[src/rtl/queue_req_arbiter.sv]
// Two-way round-robin request arbiter with in-order response routing.
// Owner tracking FIFO steers each downstream response back to its requester.
module queue_req_arbiter #(
  parameter int DATA_SIZE   = 32,
  parameter int OUTSTANDING = 4
) (
  input  logic                           clk,
  input  logic                           reset,
  input  logic                           kill,
  input  logic                           a_valid,
  output logic                           a_ready,
  input  logic [DATA_SIZE-1:0]           a_data,
  input  logic                           b_valid,
  output logic                           b_ready,
  input  logic [DATA_SIZE-1:0]           b_data,
  output logic                           out_valid,
  input  logic                           out_ready,
  output logic [DATA_SIZE-1:0]           out_data,
  input  logic                           resp_valid,
  output logic                           resp_ready,
  input  logic [DATA_SIZE-1:0]           resp_data,
  output logic                           a_resp_valid,
  input  logic                           a_resp_ready,
  output logic                           b_resp_valid,
  input  logic                           b_resp_ready,
  output logic [DATA_SIZE-1:0]           resp_data_out,
  output logic [$clog2(OUTSTANDING):0]   outstanding,
  output logic                           orphan_err
);

  localparam int PW = $clog2(OUTSTANDING);
  localparam int CW = PW + 1;
  localparam logic ID_A = 1'b0;
  localparam logic ID_B = 1'b1;

  logic [OUTSTANDING-1:0] id_q;
  logic [OUTSTANDING-1:0] drop_q;
  logic [PW-1:0]          head;
  logic [PW-1:0]          tail;
  logic [CW-1:0]          count;
  logic                   last_grant;
  logic                   lock;
  logic                   locked_id;
  logic                   orphan_q;

  logic grant;
  logic gvalid;
  logic full;
  logic empty;
  logic fwd_ok;
  logic push;
  logic pop;
  logic head_id;
  logic head_drop;

  always_comb begin
    grant = ~last_grant;
    if (lock)
      grant = locked_id;
    else if (a_valid && !b_valid)
      grant = ID_A;
    else if (b_valid && !a_valid)
      grant = ID_B;
  end

  assign full   = (count == CW'(OUTSTANDING));
  assign empty  = (count == '0);
  assign fwd_ok = !full && !kill && !reset;
  assign gvalid = grant ? b_valid : a_valid;

  assign out_valid = gvalid && fwd_ok;
  assign out_data  = grant ? b_data : a_data;
  assign a_ready   = (grant == ID_A) && out_ready && fwd_ok;
  assign b_ready   = (grant == ID_B) && out_ready && fwd_ok;
  assign push      = out_valid && out_ready;

  // A kill this cycle already marks the head as dropped.
  assign head_id   = id_q[head];
  assign head_drop = drop_q[head] || kill;

  always_comb begin
    resp_ready   = 1'b0;
    a_resp_valid = 1'b0;
    b_resp_valid = 1'b0;
    if (!reset) begin
      if (empty || head_drop) begin
        resp_ready = 1'b1;
      end else if (head_id == ID_B) begin
        b_resp_valid = resp_valid;
        resp_ready   = b_resp_ready;
      end else begin
        a_resp_valid = resp_valid;
        resp_ready   = a_resp_ready;
      end
    end
  end

  assign pop           = resp_valid && resp_ready && !empty;
  assign resp_data_out = resp_data;
  assign outstanding   = count;
  assign orphan_err    = orphan_q;

  always_ff @(posedge clk) begin
    if (reset) begin
      id_q       <= '0;
      drop_q     <= '0;
      head       <= '0;
      tail       <= '0;
      count      <= '0;
      last_grant <= ID_B;
      lock       <= 1'b0;
      locked_id  <= ID_A;
      orphan_q   <= 1'b0;
    end else begin
      if (kill)
        drop_q <= '1;
      if (push) begin
        id_q[tail]   <= grant;
        drop_q[tail] <= 1'b0;
        tail         <= tail + 1'b1;
      end
      if (pop)
        head <= head + 1'b1;
      if (push && !pop)
        count <= count + 1'b1;
      else if (pop && !push)
        count <= count - 1'b1;
      if (kill) begin
        lock <= 1'b0;
      end else if (push) begin
        lock       <= 1'b0;
        last_grant <= grant;
      end else if (out_valid && !out_ready) begin
        lock      <= 1'b1;
        locked_id <= grant;
      end
      if (resp_valid && empty)
        orphan_q <= 1'b1;
    end
  end

endmodule
[config.mk]
export PLATFORM = sky130hd
export DESIGN_NAME = queue_req_arbiter
export DESIGN_NICKNAME = d
export VERILOG_FILES = /design/src/rtl/queue_req_arbiter.sv
export SDC_FILE = /design/constraint.sdc
export NUM_CORES = 1
export LEC_CHECK = 0
export CAP_MARGIN = 10
export CORE_UTILIZATION = 29
export DETAILED_ROUTE_END_ITERATION = 8
export PLACE_DENSITY = 0.8
export SLEW_MARGIN = 20
export SYNTH_ARGS = -nofsm -noshare
export SYNTH_HDL_FRONTEND = slang
export SYNTH_SLANG_ARGS = --single-unit
export TNS_END_PERCENT = 1
[constraint.sdc]
create_clock -name clk -period 3.8 [get_ports clk]
set_input_delay 0.76 -clock clk [delete_from_list [all_inputs] [get_ports clk]]
set_output_delay 0.76 -clock clk [all_outputs]
set_load 0.02 [all_outputs]
==> run metrics <==
total gr overflow 0; initial antenna violation count 0; DR WL/cell 15.8 um; Yosys reg bits 19; Cell Int Power 515 uW; Worst EP required 3.04 ns; CTS H-tree lvls 1; fin nets 384; clock period minus worst slack 3.69 ns; clock buffer count from CTS 3; met1 WL 2340 um; Max-Cap Viols 0; cell taking the most area after synthesis dfxtp_1; Post-DP Area 2760 um^2; Die ar. 6320 um^2; most frequent cells in the layout clkdlybuf4s50_1 (114), mux2_2 (29), dfxtp_1 (19), nor2_1 (13), mux2i_1 (10); crit path cell chain clkdlybuf4s50_1 -> a21boi_0 -> o22ai_4 -> buf_12 -> mux2_2 -> clkdlybuf4s50_1; FFs w/ async S/R, synth 0; Slew @ Worst Pin 0.425 ns; CTS tree done; final worst slack 0.111 ns; filler cell count approximately 530; Final Util 0.497; die width between 70 and 80 um; Pwr Total 776 uW; io pins 179; Synth Net Count ~300; top routing layer in use met4; Critical Path Source a_valid; Final Cell Area 2800 um^2; peak supply drop 138 uV; Comb pwr share 0.514; Max Buffers Root-to-Sink 2; Worst setup SP type primary input; Area Growth Syn to Fin 61.0%; vias per cell 4.68; DRC 0; Crit path largest cell delay between 0.5 and 0.6 ns; Post-DRT Antenna Nets 0; CTS root buffer clkbuf_8; Clock transition at path regs around 0.080 ns; Seq/Total Area, Yosys 0.219; slowest stage cell on the critical path clkdlybuf4s50_1; WL met3 between 200 and 300 um; Seq pwr share 0.298; First-pass DRT Iterations 4; post-CTS setup buffers 0; max-slew violation count 0; layout cells sized above 1 0.206; Worst Setup End Kind output pin; DP HPWL 4610 um; Total GRT Usage 0.161; cell family with most CP delay buffers and inverters; fmax 271 MHz; first-pass GRT wire length about 7900 um; Clk pwr share 0.187; hold path startpoint id_q[2]$_SDFFE_PP0P_; initial core utilization 0.308; Unique masters post-synth 42; 1st-iter DRT viols 26; DRT Wirelength 5420 um; placer congestion estimate 0.793; hold_buf cts 0; crit-path max FO 24; CP dominant cell by count clkdlybuf4s50_1; Post-Synthesis Cell Area 1740 um^2; largest net degree at the start of global routing 25; Syn Area/Cell 9.26 um^2; RSZ-0062 raised after global routing false; worst slack at placement 0.105 ns; YS warnings 0; die height 79.5 um; antenna cells 0; area share of the largest cell type after synthesis 0.219; Post-synth EDFFs 0; Switching Fraction 0.337; Switch Pwr between 200 and 300 uW; commonest non-fill, non-tap cell in the layout clkdlybuf4s50_1; Min-Delay Path Class flop to flop; pwr dens 277 nW/um^2; final setup TNS 0 ns; WL met2 2720 um; crit path kind primary input to output pin; WP data arrival 2.93 ns; Clock Latency Late Sink 0.26 ns; # resized after CTS 0; clock tree sinks 19; CP Buf/Inv Count 3; Max Clock Skew 0.00376 ns; core area approximately 5600 um^2; Via Count 1611; Final Cycle Share 0.971; final setup violation count 0; input/output buffers between 100 and 150; Rel. slew slack 0.709; cell count after synthesis 188; top_reg_cell synth dfxtp_1; LEAKAGE approximately 1.0 nW; status complete, no violations; top post-synthesis cells by area dfxtp_1 (22%), mux2_2 (19%), buf_4 (14%); num rows 27; vias in the first global route between 1500 and 2000; R2R Path Start head[1]$_SDFFE_PP0P_; Final Hold Vio Count 0
power groups by stage:
stage | logic [mW] | clock network (mW) | registers (mW)
floorplan | 0.243 | 0 | 0.239
global placement | 0.394 | 0 | 0.236
detailed placement | 0.399 | 0 | 0.237
CTS | 0.401 | 0.146 | 0.232
global route | 0.424 | 0.159 | 0.234
finish | 0.399 | 0.146 | 0.232
stage by stage:
stage / cells / hold WS (ns)
after global placement: 340 / 0.447
final: 344 / 0.465
after detailed placement: 340 / 0.450
after floorplan: 188 / 0.434
after global routing: 344 / 0.481
after CTS: 344 / 0.466
worst paths after layout:
| kind | slack (ns) | depth (start not counted) | to |
|---|---|---|---|
| setup / recovery | 0.11 | 6 | out_data[19] |
| setup reg to reg | 0.68 | 10 | outstanding[2]$_SDFFE_PP0P_ |
| hold / removal | 0.46 | 2 | id_q[2]$_SDFFE_PP0P_ |
| hold reg to reg | 0.46 | 2 | id_q[2]$_SDFFE_PP0P_ |
sequential cells by signal, summed over array words and instances, names as in the netlist:
| register | count |
|---|---|
| locked_id | 1 |
| id_q | 4 |
| drop_q | 4 |
| tail | 2 |
| orphan_err | 1 |
| lock | 1 |
| outstanding | 3 |
| last_grant | 1 |
| head | 2 |
metal layers:
metal  GRT usage  vias up
met2       0.262       56
met1       0.212      739
li1            -      803
met4      0.0600        0
met3      0.0251       13
met5           0        -
synthesized netlist by cell type (2+ instances only):
library cell and instances:
o21ai_0 3, inv_1 5, a21oi_1 5, mux2_1 5
a211oi_1 3, mux2i_1 10, and3_4 5, nor3_1 4
buf_4 33, nand2_1 7, nand3_1 3, dfxtp_1 19
a311o_1 2, buf_2 5, nor3_2 4, o31ai_1 2
mux2_2 29, xor2_1 2, nor2b_1 3, nor2_1 13
ha_1 5
worst min-delay path: stages, from the launching register on:
cell     delay (ns)
dfxtp_1        0.31
nand2_1        0.05
mux2i_1        0.05
logic make-up after synthesis:
family,Yosys count,synth area share
fa+ha+maj,6,0.0474
mux,44,0.277
simple gates,47,0.164
compound gates,25,0.106
xor+xnor,2,0.0101
buf+inv,45,0.176
flops,19,0.219
area by class of cell:
class                   count  area (um^2)  share of cell area
repair buffers            120         1200               0.428
multi-input cells         124         1070               0.381
flip-flops and latches     19          380               0.136
well taps                  72         90.1              0.0322
clock buffers               3         41.3              0.0147
inverters                   5         18.8             0.00670
clock inverters             1         5.00             0.00179
Note: power is estimated with default switching activity, not from simulation.
==> patch: new RTL, config.mk and constraints unchanged <==
The parameter `DATA_SIZE` goes from 32 to 16.
--- a/src/rtl/queue_req_arbiter.sv
+++ b/src/rtl/queue_req_arbiter.sv
@@ -1,7 +1,7 @@
 // Two-way round-robin request arbiter with in-order response routing.
 // Owner tracking FIFO steers each downstream response back to its requester.
 module queue_req_arbiter #(
-  parameter int DATA_SIZE   = 32,
+  parameter int DATA_SIZE   = 16,
   parameter int OUTSTANDING = 4
 ) (
   input  logic                           clk,
Ports: changed (5 resized); port bits go from 179 to 99. No check against the original RTL was run, so the function may have changed too.
==> patch against the unedited design <==
  * Non-clock buffer count fell by 48
  * Synthesized cell count up 1.1%
  * Cell area shrank 25%
  * Die area fell by 17%
  * Count of clock-buffer cells in the layout stayed put
  * Sequential cell count is the same
  * Area after synthesis fell by 18%
  * Power fell by 16%
  * Setup slack improved by 0.20 ns
  * Routed wire length decreased by 31%
  * Highest routed layer unchanged
==> patch: results (changes against the unedited design) <==
[timing]
skew_ns=0.00231  ; -0.00145 ns
relSlewSlack_pct=69.9  ; -0.93 points

[clock_tree]
clk_pin_slew_worst_paths_ns=0.07
clk_latency_ns=0.25
cts_resized=0  ; unchanged
h-tree-depth=1  ; unchanged
cts_root_buffer=clkbuf_8
cts_buffers=3  ; unchanged
cts_buffer_depth=2  ; unchanged
post-cts-setup-buffer-count=0  ; unchanged

[finish]
antenna_cells=0  ; unchanged
drive_above_1_share_pct=7.47  ; -13 points
nets=305  ; -21%

[placement]
gp_congestion=0.789  ; -0.52%
dp_hpwl_mm=2.94  ; -36%
dp.cells=304  ; -11%
port_buffers=66  ; -42%

[detailed_routing]
drt-wirelength-per-cell_um=12.2  ; -23%
drtIter0Drc=105  ; +300%
vias=1434  ; -11%
via_per_inst=4.66  ; -0.58%
drt_pre_antenna_iters=4  ; unchanged

[grt]
grt_max_degree=18  ; -28%
track_usage_pct=14.0  ; -2.1 points
antenna_found_initial=0  ; unchanged
grt_pass1_wl_mm=5.97  ; -24%
grt_pass1_vias=1334  ; -14%

[pwr]
irDropWorstVdd_mv=0.117  ; -15%
leakagePower_nw=0.841  ; -19%
netSwitchingPower_mw=0.224  ; -15%

[yosys]
ys_async_sr_fraction_pct=0  ; unchanged
synth_cell_type_count=42  ; unchanged
synthFlopType=dfxtp_1
yosysSeqAreaShare_pct=26.6  ; +4.7 points
synthTopCellsByCount=nand2_1, dfxtp_1, buf_4
ys_top_cells_by_area=dfxtp_1, nand2_1, buf_4
syn-num-nets=253  ; -15%
netlist_instances=190  ; +1.1%
synth_warnings=0  ; unchanged

[setup_path]
max_stage_delay_ns=0.61  ; +0.05 ns
path_max_fanout=17  ; -29%
cp_slowest_cell=clkdlybuf4s50_1
path_delay_family=buffers and inverters
arrival_ns=2.72  ; -0.21 ns

[min_path]
worstHoldPathType=reg -> reg

[outcome]
status=finished, final reports clean

patch: worst reg2reg max path, cell delays in order, from the launching register on:
cell and delay (ns):
dfxtp_1 0.53, mux2i_1 0.30, mux2_2 0.37, o31ai_1 0.30, a311o_1 0.18, ha_1 0.19, inv_1 0.06, fa_1 0.37
xor2_1 0.16, or3_1 0.30, a21oi_1 0.15
patch: cell families after synthesis:
group                      share of synthesized area (%)
adders and majority gates                           5.77
and+or+nand+nor                                     26.0
DFF                                                 26.6
muxes                                               5.77
buffers and inverters                               14.3
AOI/OAI and AO/OA                                   20.4
xor gates and xnor gates                            1.23
patch: area by class of cell:
type                            instances  area (µm²)
Timing Repair Buffer                   72         706
Inverter                                8        30.0
Sequential cell                        19         380
Clock inverter                          1        5.00
Tap cell                               67        83.8
Clock buffer                            3        41.3
Multi-Input combinational cell        138         846
Fill cell                             466        2630
patch: power groups by stage:
stage,clock (mW),sequential [mW],combinational (mW)
6_report,0.143,0.231,0.276
5_1_grt,0.155,0.234,0.298
4_1_cts,0.145,0.231,0.278
3_5_place_dp,0,0.236,0.277
3_3_place_gp,0,0.235,0.272
2_1_floorplan,0,0.239,0.166
patch: final timing paths:
kind	startpoint	slack (ns)	to	depth (start not counted)
max	b_valid	0.32	out_data[14]	7
min	id_q[0]$_SDFFE_PP0P_	0.49	id_q[0]$_SDFFE_PP0P_	2
max reg2reg	head[1]$_SDFFE_PP0P_	0.83	outstanding[2]$_SDFFE_PP0P_	10
min reg2reg	id_q[0]$_SDFFE_PP0P_	0.49	id_q[0]$_SDFFE_PP0P_	2
patch: stage by stage:
stage	total power [mW]	hold slack [ns]	util [%]	worst slack (ns)	instance area (µm²)
finish	0.651	0.486	44.3	0.315	2090
global route	0.686	0.512	44.3	0.136	2090
CTS	0.654	0.489	44.3	0.315	2090
detailed placement	0.512	0.473	43.3	0.320	2050
global placement	0.508	0.454	43.3	0.366	2050
floorplan	0.405	0.454	-	1.05	1430
patch: layer usage:
layer  vias to the layer above  routed length (µm)  track usage, %
li1                        750                   -               -
met1                       661                1630            17.8
met2                        21                1970            24.4
met3                         2                 125            2.22
met4                         0                  19            4.14
met5                         -                   0               0
